File: src/rtl/alu_pkg.sv
// Shared width and function-code definitions for the 4-bit execute-stage ALU.
package alu_pkg;

  localparam int unsigned ALU_W = 4;

  // Function code packed as {S2,S1,S0}
  typedef enum logic [2:0] {
    ARITH_A    = 3'b000,
    ARITH_ADD  = 3'b001,
    ARITH_SUBB = 3'b010,
    ARITH_DEC  = 3'b011,
    LOG_AND    = 3'b100,
    LOG_OR     = 3'b101,
    LOG_XOR    = 3'b110,
    LOG_NOT    = 3'b111
  } alu_op_e;

endpackage

File: src/rtl/alu_arith_unit.sv
// Combinational adder path: sum = A + Y + Cin with Y chosen by S1S0.
// Overflow output exists only when ALU_FLAGS_EN is defined.
module alu_arith_unit
  import alu_pkg::*;
#(
  parameter int unsigned W = ALU_W
) (
  input  logic [W-1:0] a,
  input  logic [W-1:0] b,
  input  logic         s1,
  input  logic         s0,
  input  logic         cin,
  output logic [W-1:0] sum,
  output logic         cout
`ifdef ALU_FLAGS_EN
  ,
  output logic         ovf
`endif
);

  logic [W-1:0] y;
  logic [W:0]   sum_full;

  // Second adder operand: zero, B, ~B or all ones
  always_comb begin
    y = '0;
    unique case ({s1, s0})
      2'b00:   y = '0;
      2'b01:   y = b;
      2'b10:   y = ~b;
      default: y = '1;
    endcase
  end

  assign sum_full = {1'b0, a} + {1'b0, y} + (W+1)'(cin);
  assign sum      = sum_full[W-1:0];
  assign cout     = sum_full[W];

`ifdef ALU_FLAGS_EN
  // Carry into the MSB recovered from the MSB sum bit, XORed with carry out
  assign ovf = (a[W-1] ^ y[W-1] ^ sum_full[W-1]) ^ sum_full[W];
`endif

endmodule

File: src/rtl/alu_4bit.sv
// Registered 4-bit ALU: adder path when S2=0, bitwise logic when S2=1.
// Optional Z/N/V flag outputs are built when ALU_FLAGS_EN is defined.
module alu_4bit
  import alu_pkg::*;
#(
  parameter int unsigned WIDTH = ALU_W
) (
  input  logic             clk,
  input  logic             rst_n,
  input  logic             S2,
  input  logic             S1,
  input  logic             S0,
  input  logic             Cin,
  input  logic [WIDTH-1:0] A,
  input  logic [WIDTH-1:0] B,
  output logic [WIDTH-1:0] G,
  output logic             Cout
`ifdef ALU_FLAGS_EN
  ,
  output logic             Z,
  output logic             N,
  output logic             V
`endif
);

  alu_op_e          op_c;
  logic [WIDTH-1:0] arith_sum_c;
  logic             arith_cout_c;
  logic [WIDTH-1:0] result_c;
  logic             cout_c;
`ifdef ALU_FLAGS_EN
  logic             arith_ovf_c;
`endif

  alu_arith_unit #(.W(WIDTH)) u_arith (
    .a    (A),
    .b    (B),
    .s1   (S1),
    .s0   (S0),
    .cin  (Cin),
    .sum  (arith_sum_c),
    .cout (arith_cout_c)
`ifdef ALU_FLAGS_EN
    ,
    .ovf  (arith_ovf_c)
`endif
  );

  assign op_c = alu_op_e'({S2, S1, S0});

  // Result mux: logic ops never produce a carry
  always_comb begin
    result_c = '0;
    cout_c   = 1'b0;
    unique case (op_c)
      LOG_AND: result_c = A & B;
      LOG_OR:  result_c = A | B;
      LOG_XOR: result_c = A ^ B;
      LOG_NOT: result_c = ~A;
      default: begin
        result_c = arith_sum_c;
        cout_c   = arith_cout_c;
      end
    endcase
  end

  always_ff @(posedge clk) begin
    if (!rst_n) begin
      G    <= '0;
      Cout <= 1'b0;
    end else begin
      G    <= result_c;
      Cout <= cout_c;
    end
  end

`ifdef ALU_FLAGS_EN
  always_ff @(posedge clk) begin
    if (!rst_n) begin
      Z <= 1'b0;
      N <= 1'b0;
      V <= 1'b0;
    end else begin
      Z <= (result_c == '0);
      N <= result_c[WIDTH-1];
      V <= S2 ? 1'b0 : arith_ovf_c;
    end
  end
`endif

endmodule

File: config.mk
export PLATFORM = sky130hd
export DESIGN_NAME = alu_4bit
export DESIGN_NICKNAME = d
export VERILOG_FILES = /design/src/rtl/alu_pkg.sv /design/src/rtl/alu_arith_unit.sv /design/src/rtl/alu_4bit.sv
export SDC_FILE = /design/constraint.sdc
export NUM_CORES = 1
export LEC_CHECK = 0
export BUFFER_PORTS_ARGS = -buffer_cell sky130_fd_sc_hd__buf_2
export CORE_AREA = 2 2 39 41
export DETAILED_ROUTE_END_ITERATION = 8
export DIE_AREA = 0 0 41 43
export PLACE_DENSITY = 0.82
export SYNTH_ARGS = -nofsm -noshare
export SYNTH_HDL_FRONTEND = slang
export SYNTH_SLANG_ARGS = --single-unit
File: constraint.sdc
create_clock -name clk -period 4.11 [get_ports clk]
set_input_delay 0.6165 -clock clk [delete_from_list [all_inputs] [get_ports clk]]
set_output_delay 0.6165 -clock clk [all_outputs]
set_load 0.01 [all_outputs]
==> summary.md, run 1 <==
| Metric | Value |
|---|---|
| Status | `completed` |
| Wirelength, routed | `1170 µm` |
| Final Instance Area | `721 µm²` |
| Die Wd | `41 µm` |
| Max-cap violations | `0` |
| Vias | `531` |
| Io pins | `19` |
| Most common cell in the netlist | `inv_1` |
| Non-filler instance count after layout | `105` |
| Minimum clock period | `2.11 ns` |
| Resized Gates After CTS | `0` |
| Sum Neg Setup Slack | `0 ns` |
| Hold path cells | `2` |
| Placer congestion estimate | `0.741` |
| RSZ-0062 raised after global routing | `false` |
| EDFF count, synth | `0` |
| Largest net degree at the start of global routing | `18` |
| Post-Place Worst Slack | `1.78 ns` |
| Syn Area/Cell | `8.56 µm²` |
| Ys Warns | `0` |
| Fmax | `475 MHz` |
| CP max-delay cell | `fa_1` |
| DRC violations left | `0` |
| Final HPWL DP | `962 µm` |
| Vias per inst | `5.06` |
| Worst slew margin | `81.7%` |
| Placed insts | `101` |
| Mapped Nets | `98` |
| Final WS setup | `2.00 ns` |
| Hold_sp | `S2` |
| Post-CTS setup buffer count | `0` |
| Maximum root-to-sink buffer count | `2` |
| Post-route ant nets | `0` |
| Gr usage total | `15.9%` |
| Cells after synthesis | `71` |
| Total CTS buffers | `3` |
| Leakage | `0.000388 µW` |
| Crit start category | `primary input` |
| DIE HEIGHT | `43 µm` |
| TritonCTS clock tree | `yes` |
| DIE AREA | `0.00176 mm²` |
| Crit. End Element | `flop` |
| Total clock sinks | `5` |
| Hold Buf Count CTS | `0` |
| Yosys top cell area share | `22.6%` |
| Mapped cell area | `608 µm²` |
| First-pass GRT wire length | `1990 µm` |
| WHS | `0.660 ns` |
| Vias in the first global route | `528` |
| Register area share after synthesis | `16.5%` |
| Synth Register Bits | `5` |
| Core area | `0.00138 mm²` |
| Ys flop type | `dfxtp_1` |
| Share of cells above drive strength 1 | `29.2%` |
| Root buffer cell | `clkbuf_4` |
| Crit path to | `G[1]` |
| Critical Path RT | `4.27 ns` |
| TritonRoute pass-1 iters | `5` |
| Initial core utilization | `43.9%` |
| Critical Path Max Stage Delay | `0.41 ns` |
| Clk slew on worst S/H paths | `0.04 ns` |
| Antenna violations before repair | `0` |
| IO Port Bufs | `18` |
| H-tree depth | `1` |
| Critical path cell sequence | `buf_2 > mux2_2 > fa_1 > inv_1 > fa_1 > inv_1 > o21ai_0 > a31oi_1` |
| CP arrival | `2.27 ns` |
| Actual slew at the worst max-slew pin | `0.266 ns` |
| Yosys cell types | `25` |
| Area leader, netlist | `ha_1` |
| Grt ovf | `0` |
| Hold WC Path Type | `in2reg` |
| Slew Limit Fails | `0` |
| # diodes | `0` |
| Pwr Density | `244 mW/mm²` |
| Asr flop ratio synth | `0%` |
| Setup crit start | `S0` |
| Final setup fails | `0` |
| Nets | `117` |
| Peak supply drop | `74.9 µV` |
| Row count | `14` |
| Initial DRC Count | `5` |
| Wire per inst | `11.2 µm` |
| Setup CP Type | `in2reg` |
| Largest cells by area after synthesis | `ha_1 23%, dfxtp_1 16%, inv_1 9.3%` |
| Crit Path Max Fanout | `17` |
| Placed cell areas | `694 µm²` |
| Final Hold Vio Count | `0` |
| Period utilization | `51.3%` |
| Area Growth Syn to Fin | `18.5%` |
| Synth top cells by count | `15 x inv_1, 11 x ha_1, 5 x dfxtp_1, 5 x nand2_1, 4 x o21ai_0` |
[critical path: cells and delay by family]
kind / cells / cell delay (ns)
muxes: 1 / 0.31
adders and majority gates: 2 / 0.79
buffers and inverters: 3 / 0.34
AOI/OAI and AO/OA: 2 / 0.21
[final cells by class]
cell class | instances | area [µm²]
timing repair buffer | 18 | 90.1
fill | 122 | 663
multi-input combinational | 47 | 428
sequential | 5 | 100
inverter | 15 | 56.3
tap | 16 | 20.0
clock buffer | 4 | 26.3
[placed cells by master, fill, tap and decap left out]
| cell | netlist | final |
|---|---|---|
| nand3_1 | 1 | 1 |
| a211o_1 | 3 | 3 |
| xnor2_1 | 1 | 1 |
| mux2_2 | 3 | 3 |
| a31oi_1 | 3 | 3 |
| o21ai_0 | 4 | 4 |
| mux2i_1 | 1 | 1 |
| a211oi_1 | 1 | 1 |
| a2111o_1 | 1 | 1 |
| nand2_1 | 5 | 5 |
| ha_1 | 11 | 11 |
| o211ai_1 | 3 | 3 |
| buf_2 | 1 | 18 |
| o221ai_2 | 1 | 1 |
| nand3b_1 | 1 | 1 |
| dfxtp_1 | 5 | 5 |
| nor2_1 | 3 | 3 |
| mux4_2 | 1 | 1 |
| inv_1 | 15 | 15 |
| nor2b_1 | 1 | 1 |
| a21oi_1 | 1 | 1 |
| fa_1 | 2 | 2 |
| clkbuf_1 | 1 | 1 |
| clkbuf_4 | 0 | 3 |
[report_power, final]
group,total (µW),internal [µW],switching (µW)
sequential,54.8,53.8,0.932
combinational,65.8,30.2,35.6
clock,55.0,36.6,18.4
[state kept, by name, indices dropped and copies added, names as in the netlist]
register  cells
Cout          1
G             4
[worst min path at each step]
| stage | endpoint |
|---|---|
| 2_1_floorplan | G[0] |
| 3_3_place_gp | Cout |
| 3_5_place_dp | Cout |
| 4_1_cts | Cout |
| 5_1_grt | Cout |
| 6_report | Cout |
[metrics by stage]
| stage | util [%] | power (µW) |
|---|---|---|
| 2_1_floorplan | - | 100 |
| 3_3_place_gp | 50.2 | 118 |
| 3_5_place_dp | 50.2 | 121 |
| 4_1_cts | 52.1 | 179 |
| 5_1_grt | 52.1 | 192 |
| 6_report | 52.1 | 176 |
[cells by family after synthesis]
kind of cell / count (synthesis) / share of synthesized area [%]
DFF: 5 / 16.5
buffers and inverters: 19 / 13.2
adders and majority gates: 13 / 29.2
AOI/OAI and AO/OA: 17 / 20.8
and+or+nand+nor: 11 / 8.03
muxes: 5 / 10.9
xor gates and xnor gates: 1 / 1.44
[routing by layer]
metal / share of wire, % / GRT usage, %
met1: 44 / 17.8
met3: 3.5 / 1.05
met2: 53 / 26.9
met5: 0 / 0
met4: 0 / 10.0
(Power assumes the default switching activity.)
==> run 2: changes to the inputs <==
--- a/config.mk
+++ b/config.mk
@@ -6,9 +6,8 @@
 export NUM_CORES = 1
 export LEC_CHECK = 0
 export BUFFER_PORTS_ARGS = -buffer_cell sky130_fd_sc_hd__buf_2
-export CORE_AREA = 2 2 39 41
+export CORE_UTILIZATION = 44
 export DETAILED_ROUTE_END_ITERATION = 8
-export DIE_AREA = 0 0 41 43
 export PLACE_DENSITY = 0.82
 export SYNTH_ARGS = -nofsm -noshare
 export SYNTH_HDL_FRONTEND = slang
==> constraint.sdc (replaced) <==
create_clock -name clk -period 1.8 [get_ports clk]
set_input_delay 0.27 -clock clk [delete_from_list [all_inputs] [get_ports clk]]
set_output_delay 0.27 -clock clk [all_outputs]
set_load 0.01 [all_outputs]
==> run 2 against run 1 <==
Net effect: critical path depth unchanged; critical endpoint is now Cout; via count rose by 5.8%; non-clock buffer count is 6 higher; first-iteration DRC count rose by 40%; sequential share of layout area shrank 0.90 points; largest cell class unchanged.
==> summary.md, run 2 (same netlist as run 1, synthesis figures left out) <==
| Metric | Value |
|---|---|
| Hold_sp | `S2` |
| # diodes | `0 (unchanged)` |
| Io pins | `19 (unchanged)` |
| TritonRoute pass-1 iters | `4 (-1)` |
| Placer congestion estimate | `0.877 (+18%)` |
| Critical Path RT | `1.94 ns (-2.33 ns)` |
| Crit start category | `primary input` |
| Largest register FFs | `4 (unchanged)` |
| Final Hold Vio Count | `0 (unchanged)` |
| Largest net degree at the start of global routing | `11 (-7)` |
| Antenna violations before repair | `0 (unchanged)` |
| Buffers and inverters on the worst path | `2 (-1)` |
| Final HPWL DP | `1060 µm (+9.7%)` |
| Total CTS buffers | `3 (unchanged)` |
| Setup CP Type | `in2reg` |
| Hold path cells | `2 (unchanged)` |
| RSZ-0062 raised after global routing | `false` |
| DIE AREA | `0.00153 mm² (-13%)` |
| Total clock sinks | `5 (unchanged)` |
| Hold WC Path Type | `in2reg` |
| Resized Gates After CTS | `0 (unchanged)` |
| Vias | `562 (+5.8%)` |
| Status | `completed` |
| Max-cap violations | `0 (unchanged)` |
| Die Wd | `39.2 µm (-4.5%)` |
| Initial core utilization | `47.3% (+3.4 points)` |
| Actual slew at the worst max-slew pin | `0.261 ns (-0.00587 ns)` |
| DRC violations left | `0 (unchanged)` |
| Maximum root-to-sink buffer count | `2 (unchanged)` |
| Leakage | `0.000419 µW (+8.1%)` |
| Core area | `0.00128 mm² (-7.1%)` |
| CP max-delay cell | `fa_1` |
| TritonCTS clock tree | `yes` |
| Area Growth Syn to Fin | `26.7%` |
| DIE HEIGHT | `39.2 µm (-8.9%)` |
| Critical path cell sequence | `buf_2 > mux2_4 > fa_2 > inv_2 > fa_1 > nor2b_1 > o21ai_0 > a211oi_1` |
| Registers with the most flip-flops | `G (4), Cout (1)` |
| Minimum clock period | `1.62 ns` |
| CP top delay family | `adder cells` |
| Crit. End Element | `flop` |
| Post-route ant nets | `0 (unchanged)` |
| WHS | `0.327 ns (-0.333 ns)` |
| Total Power | `418 µW (+140%)` |
| IO Port Bufs | `18 (unchanged)` |
| H-tree depth | `1 (unchanged)` |
| Period utilization | `90.0%` |
| Slew Limit Fails | `0 (unchanged)` |
| Worst slew margin | `82.1% (+0.40 points)` |
| Reg with most FFs | `G` |
| CP arrival | `1.76 ns (-0.51 ns)` |
| Peak supply drop | `172 µV (+130%)` |
| Post-CTS setup buffer count | `0 (unchanged)` |
| Wirelength, routed | `1200 µm (+2.2%)` |
| Placed insts | `106 (+5.0%)` |
| Critical Path Max Stage Delay | `0.45 ns (+0.04 ns)` |
| Final setup fails | `0 (unchanged)` |
| Fmax | `618 MHz` |
| Row count | `13 (-1)` |
| Vias per inst | `5.11 (+1.0%)` |
| Crit Path Max Fanout | `3 (-14)` |
| Pwr Density | `543 mW/mm² (+120%)` |
| Wire per inst | `10.9 µm (-2.4%)` |
| Most common cell after layout, fill and taps aside | `buf_2` |
| Gr usage total | `18.2% (+2.3 points)` |
| Nets | `123 (+5.1%)` |
| Non-filler instance count after layout | `110 (+4.8%)` |
| Hold Buf Count CTS | `0 (unchanged)` |
| Vias in the first global route | `481 (-8.9%)` |
| Grt ovf | `0 (unchanged)` |
| Hold endpoint | `Cout` |
| Commonest cells after routing, fill and taps aside | `18 x buf_2, 14 x inv_1, 11 x ha_1` |
| Root buffer cell | `clkbuf_4` |
| First-pass GRT wire length | `1890 µm (-4.9%)` |
| Initial DRC Count | `7 (+2)` |
| Clk slew on worst S/H paths | `0.04 ns (about the same)` |
| Share of cells above drive strength 1 | `35.8% (+6.6 points)` |
-- run 2: changes by cell type in the layout (fill, tap and decap cells not counted) --
cell,change
buf_4,+6
fa_1,-1
fa_2,+1
inv_1,-1
inv_2,+1
mux2_2,-1
mux2_4,+1
o21ai_0,-1
o21ai_1,+1
-- run 2: layout make-up --
cell class                      count  area (µm²)
Inverter                           15        56.3
Clock buffer                        4        26.3
Fill cell                         113         514
Tap cell                           15        18.8
Sequential cell                     5         100
Timing Repair Buffer               24         135
Multi-Input combinational cell     47         434
-- run 2: routing by layer --
metal / vias up / GRT usage (%) / part of all wire [%]
met2: 15 / 31.3 / 52
met5: - / 0 / 0
met3: 0 / 1.73 / 3.8
met4: 0 / 12.1 / 0
met1: 256 / 20.8 / 44
li1: 291 / - / -
-- run 2: metrics by stage --
step | area, µm² | util [%] | setup TNS [ns] | setup WS (ns)
CTS | 771 | 60.0 | 0 | 0.168
finish | 771 | 60.0 | 0 | 0.181
global placement | 744 | 57.9 | 0 | 0.00520
global route | 771 | 60.0 | 0 | 0.105
detailed placement | 744 | 57.9 | -0.134 | -0.0843
floorplan | 626 | - | -0.0558 | -0.0558
-- run 2: where the power goes --
group	leakage, µW	internal (µW)	switching (µW)
Sequential	0.0000416	123	2.34
Clock	0.0000150	83.6	43.4
Combinational	0.000362	81.6	84.3
-- run 2: worst max-delay path by stage --
stage	startpoint	cells after the start	endpoint
after floorplan	S0	9	G[1]
after global placement	B[0]	8	Cout
after detailed placement	B[0]	8	Cout
after CTS	B[0]	8	Cout
after global routing	B[0]	8	Cout
final	B[0]	8	Cout
